`config.mk`:
```
export PLATFORM = sky130hd
export DESIGN_NAME = mux_rr_arbiter
export DESIGN_NICKNAME = d
export VERILOG_FILES = /design/src/rtl/mux_rr_arbiter.sv
export SDC_FILE = /design/constraint.sdc
export NUM_CORES = 1
export LEC_CHECK = 0
export BUFFER_PORTS_ARGS = -buffer_cell sky130_fd_sc_hd__buf_2
export CAP_MARGIN = 20
export CORE_MARGIN = 4
export CORE_UTILIZATION = 44
export CTS_CLUSTER_SIZE = 40
export DETAILED_ROUTE_END_ITERATION = 6
export GPL_ROUTABILITY_DRIVEN = 0
export PLACE_DENSITY_LB_ADDON = 0.2
export SLEW_MARGIN = 20
export SYNTH_ARGS = -nofsm -noshare
export SYNTH_HDL_FRONTEND = slang
export SYNTH_SLANG_ARGS = --single-unit
```
`constraint.sdc`:
```
create_clock -name clk -period 2.32 [get_ports clk]
set_input_delay 0.464 -clock clk [delete_from_list [all_inputs] [get_ports clk]]
set_output_delay 0.464 -clock clk [all_outputs]
set_load 0.02 [all_outputs]
```
`src/rtl/mux_rr_arbiter.sv`:
```
// Round-robin N:1 packet arbiter with a registered output beat; grant locked per packet.
// Optional MUX_RR_ARBITER_FIXED_PRIO_EN: pointer held at 0, giving strict low-index priority.
//
// state    | meaning
// S_IDLE   | no packet owned; arbitrate from the round-robin pointer
// S_LOCKED | packet in flight; only grant_idx may be accepted
module mux_rr_arbiter #(
    parameter int N = 4,
    parameter int W = 8
) (
    input  logic                 clk,
    input  logic                 rst_n,
    input  logic [N-1:0]         req_valid,
    input  logic [N*W-1:0]       req_data,
    input  logic [N-1:0]         req_last,
    output logic [N-1:0]         req_ready,
    output logic                 out_valid,
    output logic [W-1:0]         out_data,
    output logic                 out_last,
    input  logic                 out_ready,
    output logic [$clog2(N)-1:0] grant_idx
);

    localparam int IW = $clog2(N);

    typedef enum logic {S_IDLE, S_LOCKED} state_t;

    state_t          r_state;
    state_t          w_state_nxt;
    logic [IW-1:0]   r_ptr;
    logic [IW-1:0]   w_ptr_nxt;
    logic            r_out_valid;
    logic [W-1:0]    r_out_data;
    logic            r_out_last;
    logic [IW-1:0]   r_grant;

    logic            w_load;
    logic            w_found;
    logic [IW-1:0]   w_win;
    logic [IW:0]     w_sum;
    logic [IW-1:0]   w_sel;
    logic            w_has;
    logic            w_accept;
    logic            w_sel_last;
    logic [N-1:0]    w_ready;

    function automatic logic [IW-1:0] f_inc(input logic [IW-1:0] idx);
        if (idx == IW'(N - 1))
            return '0;
        return idx + IW'(1);
    endfunction

    assign w_load = !r_out_valid || out_ready;

    // Circular search starting at the pointer, wrapping by compare so N need not be a power of two.
    always_comb begin
        w_found = 1'b0;
        w_win   = '0;
        w_sum   = '0;
        for (int k = 0; k < N; k++) begin
            w_sum = {1'b0, r_ptr} + (IW+1)'(k);
            if (w_sum >= (IW+1)'(N))
                w_sum = w_sum - (IW+1)'(N);
            if (!w_found && req_valid[w_sum[IW-1:0]]) begin
                w_found = 1'b1;
                w_win   = w_sum[IW-1:0];
            end
        end
    end

    always_comb begin
        w_sel      = (r_state == S_IDLE) ? w_win : r_grant;
        w_has      = (r_state == S_IDLE) ? w_found : req_valid[r_grant];
        w_accept   = rst_n && w_load && w_has;
        w_sel_last = req_last[w_sel];
        w_ready    = '0;
        if (w_accept)
            w_ready[w_sel] = 1'b1;
    end

    always_comb begin
        w_state_nxt = r_state;
        w_ptr_nxt   = r_ptr;
        if (w_accept && w_sel_last) begin
            w_state_nxt = S_IDLE;
`ifdef MUX_RR_ARBITER_FIXED_PRIO_EN
            w_ptr_nxt   = '0;
`else
            w_ptr_nxt   = f_inc(w_sel);
`endif
        end else if (w_accept) begin
            w_state_nxt = S_LOCKED;
        end
    end

    always_ff @(posedge clk) begin
        if (!rst_n) begin
            r_state     <= S_IDLE;
            r_ptr       <= '0;
            r_out_valid <= 1'b0;
            r_out_data  <= '0;
            r_out_last  <= 1'b0;
            r_grant     <= '0;
        end else begin
            r_state <= w_state_nxt;
            r_ptr   <= w_ptr_nxt;
            if (w_load)
                r_out_valid <= w_accept;
            if (w_accept) begin
                r_out_data <= req_data[w_sel*W +: W];
                r_out_last <= w_sel_last;
                r_grant    <= w_sel;
            end
        end
    end

    assign req_ready = w_ready;
    assign out_valid = r_out_valid;
    assign out_data  = r_out_data;
    assign out_last  = r_out_last;
    assign grant_idx = r_grant;

endmodule

```
**Word-level counts from Yosys, hierarchy flattened**

Cells that the tools add are included.

- Flip-flop bits (word level): 15
- Output and inout bits: 16
- Logic and storage cells: 74

- Add/subtract/negate cells: 8
- Order comparisons: 11
- Equality and inequality tests: 1
- Shift operators: 1
- Muxes and demuxes: 33
- Bitwise gates (word level): 1
- Reductions and logical operators: 13

Operator list:

| operator | number |
|---|---|
| $shiftx A32 B6 Y8 | 1 |
| $mux W2 | 11 |
| $lt A2 B3 Y1 const B | 6 |
| $mux W1 | 14 |
| $bmux W1 S2 | 6 |
| $ge A3 B3 Y1 const B | 3 |
| $sub A2 B1 Y2 const B | 4 |
| $logic_and A1 B1 Y1 | 7 |
| $add A2 B2 Y3 const B | 2 |
| $logic_not A1 Y1 | 4 |
| $mux W4 | 1 |
| $add A2 B1 Y3 const B | 1 |
| $ge A2 B3 Y1 const B | 1 |
| $add A2 B1 Y2 const B | 1 |
| $demux W1 S2 | 1 |
| $eq A2 B2 Y1 const B | 1 |
| $ge A2 B1 Y1 const B | 1 |
| $reduce_or A2 Y1 | 1 |
| $logic_or A1 B1 Y1 | 1 |
| $not A1 Y1 | 1 |

**Longest topological paths before layout**

Gate-level depths: netlist of the first run.

- Depth after elaboration: 20
- Depth in mapped cells: 9
- Depth with buffers taken out: 8

**Least setup slack after synthesis of the first run**

No wires, ideal clock.

- Kind: input port to output port
- Start point: input req_valid[0]
- End point: output req_ready[3]
- Arrival time: 1.817 ns
- Data required time: 1.856 ns
- Setup slack: 0.039 ns
- Stages on the path: 8
- Buffers on the path: 1
- Cells stage by stage: nor2b_1 or3_4 a21boi_4 nor2_2 buf_6 inv_1 ha_1 and3_1

- Longest elaborated chain between the ends: 18
- Elaborated cells on any way between the ends: 33
- Those cells by class: 2 x order compare; 23 x mux; 8 x reduce/logical

Ends and longest elaborated chain:

| item | RTL line | text |
|---|---|---|
| start: declaration | 13 | `input logic [N-1:0] req_valid,` |
| $bmux W1 S2 | 64 | `if (!w_found && req_valid[w_sum[IW-1:0]]) begin` |
| $mux W1 (not written as such) | 64 |  |
| $mux W1 | 64 |  |
| $logic_not A1 Y1 | 64 |  |
| $logic_and A1 B1 Y1 | 64 |  |
| $mux W1 | 64 |  |
| $logic_not A1 Y1 | 64 |  |
| $logic_and A1 B1 Y1 | 64 |  |
| [3 not listed] | -- |  |
| $mux W2 (*) | 64 |  |
| $mux W2 (*) | 72 | `w_sel = (r_state == S_IDLE) ? w_win : r_grant;` |
| net w_sel[0] | 41 | `logic [IW-1:0] w_sel;` |
| $lt A2 B3 Y1 (not written as such) / $ge A2 B1 Y1 (equally long branches) | 78 | `w_ready[w_sel] = 1'b1;` |
| $logic_and A1 B1 Y1 (not written as such) | 78 |  |
| $mux W1 (not written as such) | 78 |  |
| $demux W1 S2 (*) | 78 |  |
| $mux W4 (*) | 77 | `if (w_accept)` |
| end: declaration | 16 | `output logic [N-1:0] req_ready,` |

Mark *: on every way through the listed nets, which the timed path passes. The rest lies on a longest branch. The select of a mux whose other input is x is not followed.

**Worst setup path in the final report of the first run**

- Start point: register r_ptr[1]
- End point: output req_ready[3]

- Longest elaborated chain between the ends: 20
- Elaborated cells on any way between the ends: 46
- Those cells by class: 7 x add/sub; 6 x order compare; 25 x mux; 8 x reduce/logical

Ends and longest elaborated chain:

| item | RTL line | text |
|---|---|---|
| start: declaration | 30 | `logic [IW-1:0] r_ptr;` |
| start signal: assignment | 106 | `r_ptr <= w_ptr_nxt;` |
| parallel branches: the longest is 13 deep, another holds $add A2 B1 Y3 | -- |  |
| $mux W2 (*) | 64 |  |
| $mux W2 (*) | 72 |  |
| net w_sel[0] | 41 |  |
| $lt A2 B3 Y1 (not written as such) / $ge A2 B1 Y1 (equally long branches) | 78 |  |
| $logic_and A1 B1 Y1 (not written as such) | 78 |  |
| $mux W1 (not written as such) | 78 |  |
| $demux W1 S2 (*) | 78 |  |
| $mux W4 (*) | 77 |  |

Mark *: on every way through the listed nets, which the timed path passes. The select of a mux whose other input is x is not followed.

==> flow_summary_export.csv, run 1 <==
group,metric,value,unit
outcome,status,"finished with violations",
outcome,violations,"negative setup slack",
yosys,netlist_instances,103,
setup_path,required,1.86,ns
layout,fill_cells,184,
setup_path,crit_fanout,4,
grt,grt_pass1_wl,4890,µm
yosys,syn_avg_cell_area,10.3,µm²
sta,period_share,1.02,
placement,dp_hpwl,2480,µm
floorplanning,io-pin-count,59,
sta,final.min_clock_period,2.37,ns
clock_network,cts_tree,"built",
yosys,synth-edff-count,0,
route,vias,1127,
floorplanning,rows,17,
power_and_ir_drop,powerDensity,1180,nW/µm²
sta,skew,0.00252,ns
grt,grt.busiest_layer,"met2",
run,drv_cap,0,
sta,setup_viol,4,
layout,num-nets-final,226,
route,drc,0,
yosys,synth_area,1060,µm²
clock_network,cts_sinks,15,
route,drt-total-wl,3270,µm
setup_path,crit_family,"simple AND/OR/NAND/NOR gates",
layout,antenna_cells,0,
yosys,synthArstFlopShare,0,
hold_path,hp-start,"out_data[2]$_SDFFE_PN0P_",
setup_path,crit_path_max_incr_delay,0.40,ns
route,drt-pass1-iter-count,4,
sta,tightest_slew,0.432,ns
grt,grt_start_max_net_pins,14,
route,vias_per_cell,5.47,
placement,numPortBuffers,58,
yosys,ys_seq_elements,15,
layout,ff_latch_area,312,µm²
sta,slew_violations,0,
yosys,yosys_most_used_dff,"dfxtp_1",
yosys,yosys_warnings,0,
power_and_ir_drop,power,1.91,mW
setup_path,ff2ff_path_depth,9,
layout,syn_to_final_growth,53.9,%
sta,rsz0062_at_grt,"true",
floorplanning,die_h,57.0,µm
layout,multi_input_area,761,µm²
grt,grtUsageMet2,0.336,
clock_network,clockRootBuffer,"clkbuf_4",
setup_path,r2r_start,"r_ptr[1]$_SDFFE_PN0P_",
setup_path,cp_slowest_cell,"or3_4",
layout,layout-drive-gt1-share,0.624,
placement,post-place-ws,-0.0771,ns
yosys,ys_types,35,
setup_path,timing.rr.end,"r_ptr[0]$_SDFFE_PN0P_",
route,dr.first_iter.drc_count,36,
clock_network,htreeDepth,1,
clock_network,cts_buffers,3,
grt,antenna_found_initial,0,
grt,grt_pass1_vias,1106,
clock_network,clkTransAtPathRegs,0.11,ns
route,antenna_left,0,
setup_path,r2r_setup_slack,0.17,ns
grt,grtUsageMet1,0.235,
floorplanning,start_util,0.468,
clock_network,postCtsHoldBufs,0,
hold_path,hold-path-cell-count,1,
setup_path,crit_start,"r_ptr[1]$_SDFFE_PN0P_",
clock_network,insertion_delay,0.30,ns
sta,slew_headroom,0.712,
sta,finalWorstSetupSlack,-0.0534,ns
setup_path,cp_cell_sequence,"inv_4, or3_4, a21boi_4, nor2_4, inv_4, ha_4, and3_4, buf_6",
setup_path,path_buf_inv,3,
power_and_ir_drop,leakage,0.771,nW
floorplanning,fp.coreArea,2250,µm²
setup_path,end_kind,"output port",
setup_path,crit_type,"reg2out",
power_and_ir_drop,peakVddDrop,0.000839,V
setup_path,critPathArrivalTime,1.91,ns
grt,grt.overflow.total,0,
grt,gr-usage-all-layers,0.189,
sta,hold_violations,0,
yosys,yosysSeqAreaShare,0.284,
hold_path,hold_class,"reg2reg",
setup_path,start_kind,"flip-flop",
setup_path,cpMostUsedCell,"inv_4",
grt,met3_usage,0.0407,
hold_path,worstHoldEndpoint,"out_data[2]$_SDFFE_PN0P_",
floorplanning,dieArea,3250,µm²
clock_network,clock_path_buffers,2,
route,post_drt_wl_per_cell,15.9,µm
sta,fmax,0.421,GHz
floorplanning,die_x,57.0,µm
yosys,synthesis.nets,150,
[placed cells by master, fill, tap and decap left out, types with 3 or more instances in the layout]
| cell | count |
|---|---|
| nor2b_1 | 6 |
| buf_4 | 18 |
| dfxtp_1 | 12 |
| o21a_1 | 3 |
| buf_6 | 5 |
| mux4_2 | 9 |
| buf_2 | 54 |
| nand2_1 | 11 |
| clkbuf_4 | 3 |
| inv_4 | 3 |
| a22o_1 | 8 |
| mux2i_1 | 4 |
| nor2_1 | 3 |
| dfxtp_4 | 3 |
[what timing repair did]
item                       4_1_cts  5_1_grt
resized for setup               12       21
setup endpoints to repair        4        4
pin swaps                        2        7
buffers inserted                 1        4
[worst register-to-register path, cell delays in order (launching register included)]
cell and delay, ns:
dfxtp_4 0.39, buf_4 0.12, nand3_1 0.05, a31oi_1 0.17
o31a_2 0.20, inv_4 0.06, buf_4 0.15, or4_1 0.57
o311ai_2 0.15, mux2i_1 0.22
[worst max-delay path by stage]
stage / endpoint / slack, ns / cells after the start
floorplan: req_ready[3] / 0.04 / 8
global placement: req_ready[3] / -0.02 / 9
detailed placement: req_ready[1] / -0.08 / 9
CTS: req_ready[1] / -0.04 / 9
global route: req_ready[3] / -0.11 / 8
finish: req_ready[3] / -0.05 / 8
[cell type report]
type | count | share of cell area
clock inverters | 1 | 0.00462
multi-input cells | 77 | 0.468
flip-flops and latches | 15 | 0.192
repair buffers | 77 | 0.284
well taps | 28 | 0.0216
inverters | 5 | 0.0162
clock buffers | 3 | 0.0139
[routing by layer]
layer | vias up | share of wire
met5 | - | 0
met4 | 0 | 0.010
met3 | 4 | 0.071
met2 | 43 | 0.53
met1 | 535 | 0.39
li1 | 545 | -
[metrics by stage]
stage	util	std cells	setup TNS, ns	cell area [µm²]	hold slack [ns]
final	0.721	206	-0.151	1630	0.487
after global routing	0.721	206	-0.388	1630	0.505
after CTS	0.671	202	-0.0991	1510	0.482
after detailed placement	0.644	197	-0.267	1450	0.462
after global placement	0.644	197	-0.0629	1450	0.455
after floorplan	-	103	0	1060	0.477
[where the power goes]
part | internal, mW | switching [mW]
sequential | 0.370 | 0.0948
clock | 0.0656 | 0.102
combinational | 0.675 | 0.608
total | 1.11 | 0.804
[cells in the mapped netlist, types with 2 or more instances]
library cell,count,share of area
nand2_1,11,0.039
and3_1,4,0.024
nor2b_1,7,0.041
nor2_1,3,0.011
mux2i_1,4,0.038
a22o_1,8,0.066
and2_1,2,0.012
a21boi_0,2,0.014
mux4_2,9,0.19
or3_4,2,0.021
dfxtp_1,15,0.28
buf_2,3,0.014
inv_1,5,0.018
o21a_1,3,0.021
ha_1,4,0.047
o2111ai_1,2,0.017
[logic make-up (layout without fill, tap and decap cells)]
group           Yosys count  after routing  share of synthesized area
compound gates           26             26                      0.211
buf+inv                  11             86                     0.0509
flops                    15             15                      0.284
fa+ha+maj                 4              4                     0.0474
mux                      13             13                      0.230
simple gates             34             34                      0.177
[state kept, by name (all words and copies together), names as in the netlist]
name,flops
out_valid,1
r_ptr,2
out_data,8
out_last,1
r_state,1
grant_idx,2
(Power assumes the default switching activity.)
==> run 2, diff against run 1 <==
--- a/config.mk
+++ b/config.mk
@@ -5,10 +5,13 @@
 export SDC_FILE = /design/constraint.sdc
 export NUM_CORES = 1
 export LEC_CHECK = 0
-export BUFFER_PORTS_ARGS = -buffer_cell sky130_fd_sc_hd__buf_2
+export BUFFER_PORTS_ARGS = -buffer_cell sky130_fd_sc_hd__clkbuf_2
 export CAP_MARGIN = 20
+export CELL_PAD_IN_SITES_DETAIL_PLACEMENT = 0
+export CELL_PAD_IN_SITES_GLOBAL_PLACEMENT = 1
 export CORE_MARGIN = 4
-export CORE_UTILIZATION = 44
+export CORE_UTILIZATION = 33
+export CTS_BUF_LIST = sky130_fd_sc_hd__clkbuf_2 sky130_fd_sc_hd__clkbuf_4 sky130_fd_sc_hd__clkbuf_8
 export CTS_CLUSTER_SIZE = 40
 export DETAILED_ROUTE_END_ITERATION = 6
 export GPL_ROUTABILITY_DRIVEN = 0
==> run 2 against run 1 <==
Effect of this change: the flow still finishes with violations (negative setup slack); sequential cell count did not move; utilization fell by 16 points; worst hold slack got worse by 0.0015 ns; largest power group unchanged; highest routed layer is now met3.
==> flow_summary_export.csv, run 2 (same netlist as run 1, synthesis figures left out) <==
group,metric,value,unit
setup_path,crit_fanout,5,
route,post_drt_wl_per_cell,14.6,µm
layout,layout-drive-gt1-share,0.636,
layout,syn_to_final_growth,61.0,%
floorplanning,dieArea,4170,µm²
grt,grt_start_max_net_pins,14,
layout,antenna_cells,0,
sta,hold_violations,0,
route,dr.first_iter.drc_count,45,
setup_path,critPathArrivalTime,1.92,ns
power_and_ir_drop,leakage,0.819,nW
layout,ff_latch_area,312,µm²
setup_path,crit_type,"in2out",
setup_path,timing.rr.end,"r_ptr[0]$_SDFFE_PN0P_",
grt,met3_usage,0.0416,
grt,gr-usage-all-layers,0.161,
sta,finalWorstSetupSlack,-0.0639,ns
placement,placedCellCount,211,
setup_path,r2r_start,"r_ptr[0]$_SDFFE_PN0P_",
layout,post-route-util,0.557,
sta,rsz0062_at_grt,"true",
route,antenna_left,0,
clock_network,cts_sinks,15,
run,drv_cap,0,
setup_path,endpoint,"req_ready[1]",
floorplanning,die_h,64.6,µm
hold_path,hold_class,"reg2reg",
setup_path,crit_start,"req_valid[0]",
floorplanning,die_x,64.6,µm
clock_network,clkTransAtPathRegs,0.10,ns
grt,grt.busiest_layer,"met2",
layout,num-nets-final,232,
placement,dp_hpwl,2410,µm
placement,postPlaceCellArea,1460,µm²
grt,grt_pass1_wl,5260,µm
sta,skew,0.00567,ns
clock_network,clockRootBuffer,"clkbuf_4",
setup_path,r2r_setup_slack,-0.02,ns
clock_network,cts_buffers,3,
floorplanning,io-pin-count,59,
outcome,status,"finished with violations",
sta,whs,0.486,ns
route,drt-total-wl,3320,µm
sta,final.min_clock_period,2.38,ns
floorplanning,rows,20,
setup_path,end_kind,"output port",
sta,slew_violations,0,
sta,setup_viol,5,
route,vias,1146,
clock_network,htreeDepth,1,
setup_path,required,1.86,ns
placement,post-place-ws,-0.0541,ns
route,drc,0,
sta,fmax,0.419,GHz
clock_network,cts_tree,"built",
power_and_ir_drop,powerDensity,1190,nW/µm²
layout,largest_register_ffs,8,
grt,antenna_found_initial,0,
layout,layout_commonest_cell,"clkbuf_2",
grt,grtUsageMet2,0.294,
clock_network,postCtsHoldBufs,0,
route,vias_per_cell,5.03,
clock_network,insertion_delay,0.29,ns
sta,tightest_slew,0.638,ns
power_and_ir_drop,peakVddDrop,0.000634,V
grt,grtUsageMet1,0.194,
grt,grt_pass1_vias,1166,
route,drt-pass1-iter-count,4,
sta,final.setup.tns,-0.273,ns
grt,grt.overflow.total,0,
layout,multi_input_area,772,µm²
outcome,violations,"negative setup slack",
power_and_ir_drop,power,2.02,mW
layout,fill_cells,299,
setup_path,start_kind,"primary input",
sta,period_share,1.03,
layout,mostFrequentLayoutCells,"clkbuf_2 (54), buf_4 (25), dfxtp_1 (12)",
sta,slew_headroom,0.574,
layout,final_cell_area,1700,µm²
floorplanning,start_util,0.346,
placement,numPortBuffers,58,
clock_network,clock_path_buffers,2,
layout,fin_cells,228,
floorplanning,fp.coreArea,3050,µm²
setup_path,ff2ff_path_depth,15,
==> run 2: cell count changes in the layout (fill, tap and decap cells not counted), moves of 2 or more <==
cell	delta
clkbuf_2	+54
buf_6	-3
ha_1	+2
buf_2	-54
buf_8	+2
ha_2	-2
buf_4	+7
==> run 2: final cells by class <==
cell class	instances	share of cell area
flip-flops and latches	15	0.183
well taps	44	0.0324
multi-input cells	77	0.454
repair buffers	83	0.300
clock buffers	3	0.0132
inverters	5	0.0140
clock inverters	1	0.00294
==> run 2: power breakdown <==
group          total [mW]  switching, mW  internal, mW
Combinational        1.39          0.619         0.771
Clock               0.157         0.0930        0.0641
Sequential          0.477          0.107         0.370
Total                2.02          0.818          1.21
==> run 2: per-layer routing <==
metal | routed length [µm] | up-vias
met1 | 1360 | 558
met5 | 0 | -
met3 | 162 | 0
li1 | - | 552
met4 | 0 | 0
met2 | 1800 | 36
==> run 2: repair_timing <==
item | in CTS | in global routing
buffers inserted | 10 | 3
resized for setup | 15 | 22
setup endpoints to repair | 4 | 5
pin swaps | 3 | 5
==> run 2: critical path, cell delays in order <==
cell and delay [ns]:
clkbuf_2 0.13, nor2b_1 0.17, or3_4 0.39, a21boi_4 0.20, nor2_4 0.08, inv_4 0.08, ha_4 0.12, and3_4 0.18
buf_8 0.11
==> run 2: how the worst min path moves through the flow <==
stage | from | end | slack, ns | cells after the start
after floorplan | r_ptr[1]$_SDFFE_PN0P_ | r_ptr[1]$_SDFFE_PN0P_ | 0.48 | 2
after global placement | out_data[4]$_SDFFE_PN0P_ | out_data[4]$_SDFFE_PN0P_ | 0.46 | 1
after detailed placement | out_data[1]$_SDFFE_PN0P_ | out_data[1]$_SDFFE_PN0P_ | 0.47 | 1
after CTS | out_data[6]$_SDFFE_PN0P_ | out_data[6]$_SDFFE_PN0P_ | 0.49 | 1
after global routing | out_data[3]$_SDFFE_PN0P_ | out_data[3]$_SDFFE_PN0P_ | 0.51 | 1
final | out_data[6]$_SDFFE_PN0P_ | out_data[6]$_SDFFE_PN0P_ | 0.49 | 1
